[src/rtl/mdu_hilo.sv]
// Iterative multiply/divide unit with HI/LO result registers for the EX stage.
// One shift-add (MULT/MULTU) or restoring-divide (DIV/DIVU) step per cycle, then a sign fix-up.
module mdu_hilo #(
  parameter int unsigned W     = 32,
  parameter int unsigned CNT_W = 6
) (
  input  logic         clk,
  input  logic         rst_n,
  input  logic [W-1:0] A,
  input  logic [W-1:0] B,
  input  logic [1:0]   op,
  input  logic         start,
  input  logic         mthi,
  input  logic         mtlo,
  output logic [W-1:0] hi,
  output logic [W-1:0] lo,
  output logic         busy,
  output logic         done,
  output logic         div0
);

  typedef enum logic [1:0] {StIdle, StCalc, StFix, StDone} state_e;

  state_e           state_q, state_d;
  logic [CNT_W-1:0] cnt_q, cnt_d;
  logic [1:0]       op_q, op_d;
  logic             sign_a_q, sign_a_d;
  logic             sign_b_q, sign_b_d;
  logic [W-1:0]     a_q, a_d;
  logic [W-1:0]     b_mag_q, b_mag_d;
  logic [2*W-1:0]   acc_q, acc_d;
  logic [W-1:0]     hi_q, hi_d;
  logic [W-1:0]     lo_q, lo_d;
  logic             div0_q, div0_d;

  logic             in_sign_a, in_sign_b;
  logic [W-1:0]     a_abs, b_abs;
  logic             is_div, is_signed;
  logic [W:0]       mul_sum;
  logic [2*W-1:0]   mul_step;
  logic [W:0]       rem_sh, trial;
  logic             no_borrow;
  logic [2*W-1:0]   div_step;
  logic [2*W-1:0]   prod_neg;
  logic [W-1:0]     quo, rem, quo_neg, rem_neg;

  assign in_sign_a = op[0] & A[W-1];
  assign in_sign_b = op[0] & B[W-1];
  assign a_abs     = in_sign_a ? -A : A;
  assign b_abs     = in_sign_b ? -B : B;

  assign is_div    = op_q[1];
  assign is_signed = op_q[0];

  // Multiply: acc = {partial product, remaining multiplier bits}; add then shift right.
  assign mul_sum  = {1'b0, acc_q[2*W-1:W]} + {1'b0, b_mag_q};
  assign mul_step = acc_q[0] ? {mul_sum, acc_q[W-1:1]} : {1'b0, acc_q[2*W-1:1]};

  // Divide: acc = {partial remainder, dividend bits shifting out / quotient bits shifting in}.
  assign rem_sh    = acc_q[2*W-1:W-1];
  assign trial     = rem_sh - {1'b0, b_mag_q};
  assign no_borrow = rem_sh >= {1'b0, b_mag_q};
  assign div_step  = no_borrow ? {trial[W-1:0], acc_q[W-2:0], 1'b1}
                               : {acc_q[2*W-2:0], 1'b0};

  assign prod_neg = -acc_q;
  assign quo      = acc_q[W-1:0];
  assign rem      = acc_q[2*W-1:W];
  assign quo_neg  = -quo;
  assign rem_neg  = -rem;

  always_comb begin
    state_d  = state_q;
    cnt_d    = cnt_q;
    op_d     = op_q;
    sign_a_d = sign_a_q;
    sign_b_d = sign_b_q;
    a_d      = a_q;
    b_mag_d  = b_mag_q;
    acc_d    = acc_q;
    hi_d     = hi_q;
    lo_d     = lo_q;
    div0_d   = div0_q;

    unique case (state_q)
      StIdle: begin
        if (start) begin
          state_d  = StCalc;
          cnt_d    = '0;
          op_d     = op;
          sign_a_d = in_sign_a;
          sign_b_d = in_sign_b;
          a_d      = A;
          b_mag_d  = b_abs;
          acc_d    = {{W{1'b0}}, a_abs};
          div0_d   = 1'b0;
        end else begin
          if (mthi) hi_d = A;
          if (mtlo) lo_d = A;
        end
      end
      StCalc: begin
        cnt_d = cnt_q + 1'b1;
        acc_d = is_div ? div_step : mul_step;
        if (cnt_q == CNT_W'(W - 1)) state_d = StFix;
      end
      StFix: begin
        state_d = StDone;
        if (is_div) begin
          if (b_mag_q == '0) begin
            hi_d   = a_q;
            lo_d   = '1;
            div0_d = 1'b1;
          end else begin
            lo_d = (is_signed & (sign_a_q ^ sign_b_q)) ? quo_neg : quo;
            hi_d = (is_signed & sign_a_q) ? rem_neg : rem;
          end
        end else begin
          {hi_d, lo_d} = (is_signed & (sign_a_q ^ sign_b_q)) ? prod_neg : acc_q;
        end
      end
      StDone: state_d = StIdle;
      default: state_d = StIdle;
    endcase
  end

  always_ff @(posedge clk or negedge rst_n) begin
    if (!rst_n) begin
      state_q  <= StIdle;
      cnt_q    <= '0;
      op_q     <= '0;
      sign_a_q <= 1'b0;
      sign_b_q <= 1'b0;
      a_q      <= '0;
      b_mag_q  <= '0;
      acc_q    <= '0;
      hi_q     <= '0;
      lo_q     <= '0;
      div0_q   <= 1'b0;
    end else begin
      state_q  <= state_d;
      cnt_q    <= cnt_d;
      op_q     <= op_d;
      sign_a_q <= sign_a_d;
      sign_b_q <= sign_b_d;
      a_q      <= a_d;
      b_mag_q  <= b_mag_d;
      acc_q    <= acc_d;
      hi_q     <= hi_d;
      lo_q     <= lo_d;
      div0_q   <= div0_d;
    end
  end

  assign hi   = hi_q;
  assign lo   = lo_q;
  assign div0 = div0_q;
  assign busy = (state_q != StIdle);
  assign done = (state_q == StDone);

endmodule

[config.mk]
export PLATFORM = sky130hd
export DESIGN_NAME = mdu_hilo
export DESIGN_NICKNAME = d
export VERILOG_FILES = /design/src/rtl/mdu_hilo.sv
export SDC_FILE = /design/constraint.sdc
export NUM_CORES = 1
export LEC_CHECK = 0
export CAP_MARGIN = 30
export CORE_UTILIZATION = 55
export CTS_BUF_LIST = sky130_fd_sc_hd__clkbuf_8 sky130_fd_sc_hd__clkbuf_16
export DETAILED_ROUTE_END_ITERATION = 16
export GPL_TIMING_DRIVEN = 0
export PLACE_DENSITY = 0.76
export SETUP_SLACK_MARGIN = 0.3
export SLEW_MARGIN = 20
export SYNTH_ARGS = -nofsm -noshare
export SYNTH_HDL_FRONTEND = slang
export SYNTH_SLANG_ARGS = --single-unit
[constraint.sdc]
create_clock -name clk -period 9.7 [get_ports clk]
set_clock_uncertainty 0.1 [all_clocks]
set_input_delay 1.94 -clock clk [delete_from_list [all_inputs] [get_ports clk]]
set_output_delay 1.94 -clock clk [all_outputs]
set_load 0.1 [all_outputs]
# ---- Yosys cells after proc, flatten, opt, wreduce, memory -nomap -nowiden
# Index checks and enable logic that the tools add are counted.
dict set report classes {
  addsub 8
  mul 0
  n_div 0
  magnitude_cmp 1
  eq_ne 11
  shift 0
  n_mux 29
  bitwise 5
  reduce_logical 11
}
# operator count
set ops {}
lappend ops {{two-way mux 32 bit} 12}
lappend ops {{two-way mux 64 bit} 5}
lappend ops {{negator 32 bit} 4}
lappend ops {{case mux 32 bit (2 select lines)} 2}
lappend ops {{case mux 64 bit (2 select lines)} 1}
lappend ops {{negator 64 bit} 1}
lappend ops {{adder 32 x 32 -> 33 bit} 1}
lappend ops {{>= comparator 33 x 32 -> 1 bit} 1}
lappend ops {{logical NOT 32 bit} 1}
lappend ops {{subtractor 32 bit} 1}
lappend ops {{!= test 2 bit (second input constant)} 7}
lappend ops {{case mux 6 bit (2 select lines)} 1}
lappend ops {{case mux 2 bit (4 select lines)} 1}
lappend ops {{adder 6 x 1 -> 6 bit (second input constant)} 1}
lappend ops {{equality test 6 x 5 -> 1 bit (second input constant)} 1}
lappend ops {{two-way mux 6 bit} 1}
lappend ops {{AND reduction 2 bit} 3}
lappend ops {{AND reduction 3 bit} 2}
lappend ops {{nonzero test 2 bit} 3}
lappend ops {{bitwise AND 1 bit} 4}
lappend ops {{equality test 2 bit (second input constant)} 2}
lappend ops {{two-way mux 2 bit} 2}
lappend ops {{AND reduction 4 bit} 1}
lappend ops {{two-way mux 1 bit} 3}
lappend ops {{4 further kinds} 4}
dict set report totals {
  reg_bits 205
  latch_bits 0
  mem_bits_rw 0
  mem_bits_ro 0
  inputBits 71
  n_memories 0
}

# ---- Longest topological paths before layout
dict set report logic_depth {
  ltp_word 6
  ltp_mapped 14
  ltp_nobuf 13
}

# ---- Worst setup path before layout
# OpenSTA, ideal clock, no wires.
dict set report synth_timing {
  path_kind {in2reg}
  startpoint {input port B[8]}
  endpoint {register b_mag_q[29]}
  setup_time_ns 0.134
  t_arrival_ns 3.924
  required_time_ns 9.466
  path_slack_ns 5.542
  path_stages 8
  path_buffers 0
  cell_sequence {or4_1 > or2_2 > nor3_1 > nor3b_2 > nand2_1 > o41ai_1 > xor2_1 > o21ai_0}
}
dict set report synth_between {
  elab_chain_cells 2
}
# item line
set synth_rtl {}
lappend synth_rtl {{start, declared} 10} ;# input logic [W-1:0] B,
lappend synth_rtl {{negator 32 bit} 50} ;# assign b_abs = in_sign_b ? -B : B;
lappend synth_rtl {{two-way mux 32 bit} 50}
lappend synth_rtl {{end signal, assigned} 147} ;# b_mag_q <= b_mag_d;
lappend synth_rtl {{end, declared} 30} ;# logic [W-1:0] b_mag_q, b_mag_d;
# No other way between the ends.
# A chain may end at the register's enable or synchronous reset.

# ---- Worst setup path in the final report
dict set report layout_timing {
  startpoint {input port start}
  endpoint {register hi_q[1] (netlist: hi[1])}
}
dict set report layout_between {
  elab_chain_cells 2
}
# item line
set layout_rtl {}
lappend layout_rtl {{start, declared} 12} ;# input logic start,
lappend layout_rtl {{!= test 2 bit (no line)} -}
lappend layout_rtl {{AND reduction 3 bit (no line)} -}
lappend layout_rtl {{end signal, assigned} 149} ;# hi_q <= hi_d;
lappend layout_rtl {{end, declared} 32} ;# logic [W-1:0] hi_q, hi_d;
# No other way between the ends.

==> impl_metrics.toml <==
[placement]
hpwl_mm = 51.0
placed_cell_area_sq_um = 18900
dp_slack_ps = 4360
place_congestion = 0.996
io_buffers = 132

[routing]
postRouteWirelength_mm = 66.3
ant_nets = 0
via_per_inst = 6.53
dr_total_vias = 17700
dr.pass1.iters = 7
remaining_drc_errors = 0
drt_iter0_drc = 1924
wl_per_cell_microns = 24.5

[clock_tree]
hold_buffers = 0
clockBufferDepth = 3
cts_setup_buffers = 0
cts.sink_count = 205
clock_latency_ps = 550
cts_resized = 0
htreeDepth = 1
cts_tree = "yes"
clkTransAtPathRegs_ps = 60
root_buffer = "clkbuf_16"
numCtsBuffers = 24

[synthesis]
yosysSeqAreaShare = 0.302
synth_ff_type = "dfrtp_1"
yosys_register_bits = 205
synth_area_sq_um = 17000
synth_top_cell_by_area = "dfrtp_1"
synth_top_area_frac = 0.302
synth_area_leaders = "dfrtp_1, o21ai_0, nand2_1"
synth-edff-count = 0
synth_fp_nets = 2280
yosys.cell_types.count = 91
syn_inst = 2134
synthArstFlopShare = 1.00
syn_avg_cell_area_sq_um = 7.97
ys_warn_count = 0

[floorplan]
dieArea_sq_um = 31600
initial_core_util = 0.557
die_x_microns = 178
die_h_microns = 178
num_io_pins = 138
coreArea_sq_um = 30500
num_rows = 64

[critical_path]
crit_fanout = 10
crit_chain = "clkdlybuf4s50_1 -> nor2_1 -> a21o_1 -> clkbuf_1 -> nand2_1 -> clkbuf_1 -> a2111oi_0 -> nor3_1"
cp.arrival_ps = 5230
critPathMaxStageDelay_ps = 840
cp-start-kind = "primary input"
slowest_stage = "a2111oi_0"
critPathKind = "in -> reg"
cp.required_ps = 9970
crit_top_cell = "clkbuf_1"
end_kind = "flip-flop"

[sta]
rsz0062_at_grt = "no"
finalWorstSetupSlack_ps = 4740
post-route-period-util = 0.511
tightest_slew_ps = 1130
slew_viol_final = 0
max_freq_mhz = 202
setup_viol = 0
final-hold-violation-count = 0
slew_headroom = 0.247
period_minus_slack_ps = 4960

[grt]
grt_pass1_wl_mm = 101
grt_antenna_before_repair = 0
grt_use_total = 0.424
first_global_vias = 16900
grt_max_degree = 89
overflow = 0

[job]
cap_violations = 0

[finish]
area_delta_synth_final_pct = 16.2
n_antenna_cell = 0
utilization = 0.647
drive_above_1_share = 0.0570
fill_cells = 2732
final_area_sq_um = 19800
fin_nets = 2444

[run_status]
status = "complete, no violations"

[hold_path]
min_path_type = "reg -> reg"
[registers in the layout, summed over array words and instances, names as in the netlist]
name,count
a_q,32
acc_q,64
b_mag_q,32
cnt_q,6
div0,1
hi,32
lo,32
op_q,2
sign_a_q,1
sign_b_q,1
state_q,2
[cell usage after synthesis, drive strengths merged, types with 5 or more instances]
master  number
mux2i       47
or2          7
or4         16
a21oi      169
o21ai      244
and3        15
a22oi        5
xnor2      100
a41oi        6
nand2      257
nor4        21
buf         24
nor3        74
mux2        37
xor2        92
o21a        15
o211ai      32
nand4       20
nor2       148
and2        20
a31oi       36
ha          73
nand3       15
o41ai       13
dfrtp      205
a22o         9
o31ai       22
o22ai       34
a311oi       5
clkbuf     126
a211oi      12
nor2b       13
o311ai       6
a21o        31
or3         14
a32o        14
nand2b      16
inv         76
nor3b        9
[per-layer routing]
layer / GRT usage / part of all wire / vias up
li1: - / - / 8030
met1: 0.530 / 0.40 / 8432
met2: 0.679 / 0.44 / 976
met3: 0.0816 / 0.091 / 268
met4: 0.252 / 0.072 / 0
met5: 0 / 0 / -
[cells in the final DEF (no fill, tap or decap), types with 19 or more instances in the layout]
| master | count |
|---|---|
| o21ai_0 | 237 |
| clkdlybuf4s50_1 | 131 |
| a21o_1 | 31 |
| o211ai_1 | 32 |
| a21oi_1 | 167 |
| clkbuf_16 | 25 |
| nor3_1 | 70 |
| nor2_1 | 147 |
| a31oi_1 | 33 |
| xnor2_1 | 100 |
| o31ai_1 | 22 |
| inv_1 | 81 |
| ha_1 | 73 |
| dfrtp_1 | 205 |
| mux2_2 | 37 |
| nand4_1 | 20 |
| xor2_1 | 92 |
| nand2_1 | 257 |
| nor4_1 | 19 |
| and2_1 | 19 |
| clkbuf_1 | 125 |
| mux2i_1 | 47 |
| o22ai_1 | 34 |
[final timing paths]
| check | from | endpoint | slack, ps | cells past startpoint |
|---|---|---|---|---|
| max | start | hi[1] | 4740 | 8 |
| min | lo[17] | lo[17] | 370 | 2 |
| max reg2reg | acc_q[31] | acc_q[56] | 5340 | 13 |
| min reg2reg | lo[17] | lo[17] | 370 | 2 |
| max in group asynchronous | rst_n | b_mag_q[17] | 7560 | 2 |
| min in group asynchronous | rst_n | hi[12] | 1180 | 1 |
[critical path, delay by kind of cell]
family / cells / cell delay (ps)
and+or+nand+nor: 3 / 970
buffers and inverters: 3 / 1240
AOI/OAI and AO/OA: 2 / 1080
[final cells by class]
class                           instances  area, sq um  area share
Clock buffer                           31          708      0.0359
Clock inverter                         11          100     0.00507
Multi-Input combinational cell       1703        11000       0.555
Sequential cell                       205         5130       0.260
Inverter                               76          285      0.0144
Timing Repair Buffer                  138         1440      0.0730
Buffer                                150          626      0.0317
Tap cell                              396          495      0.0251
[cells by family after synthesis]
family | share of synthesized area
muxes | 0.0522
DFF | 0.302
xor gates and xnor gates | 0.0989
adders and majority gates | 0.0561
and+or+nand+nor | 0.186
buffers and inverters | 0.0536
AOI/OAI and AO/OA | 0.252
[stage by stage]
step                setup TNS [ps]  std cells  hold slack (ps)
floorplan                        0       2134              346
global placement           -447190       2662              362
detailed placement               0       2666              370
CTS                              0       2708              383
global route                     0       2710              405
finish                           0       2710              374
Power is not shown: default switching activity piles up to over one toggle a cycle in this logic, so the estimate is an artifact.
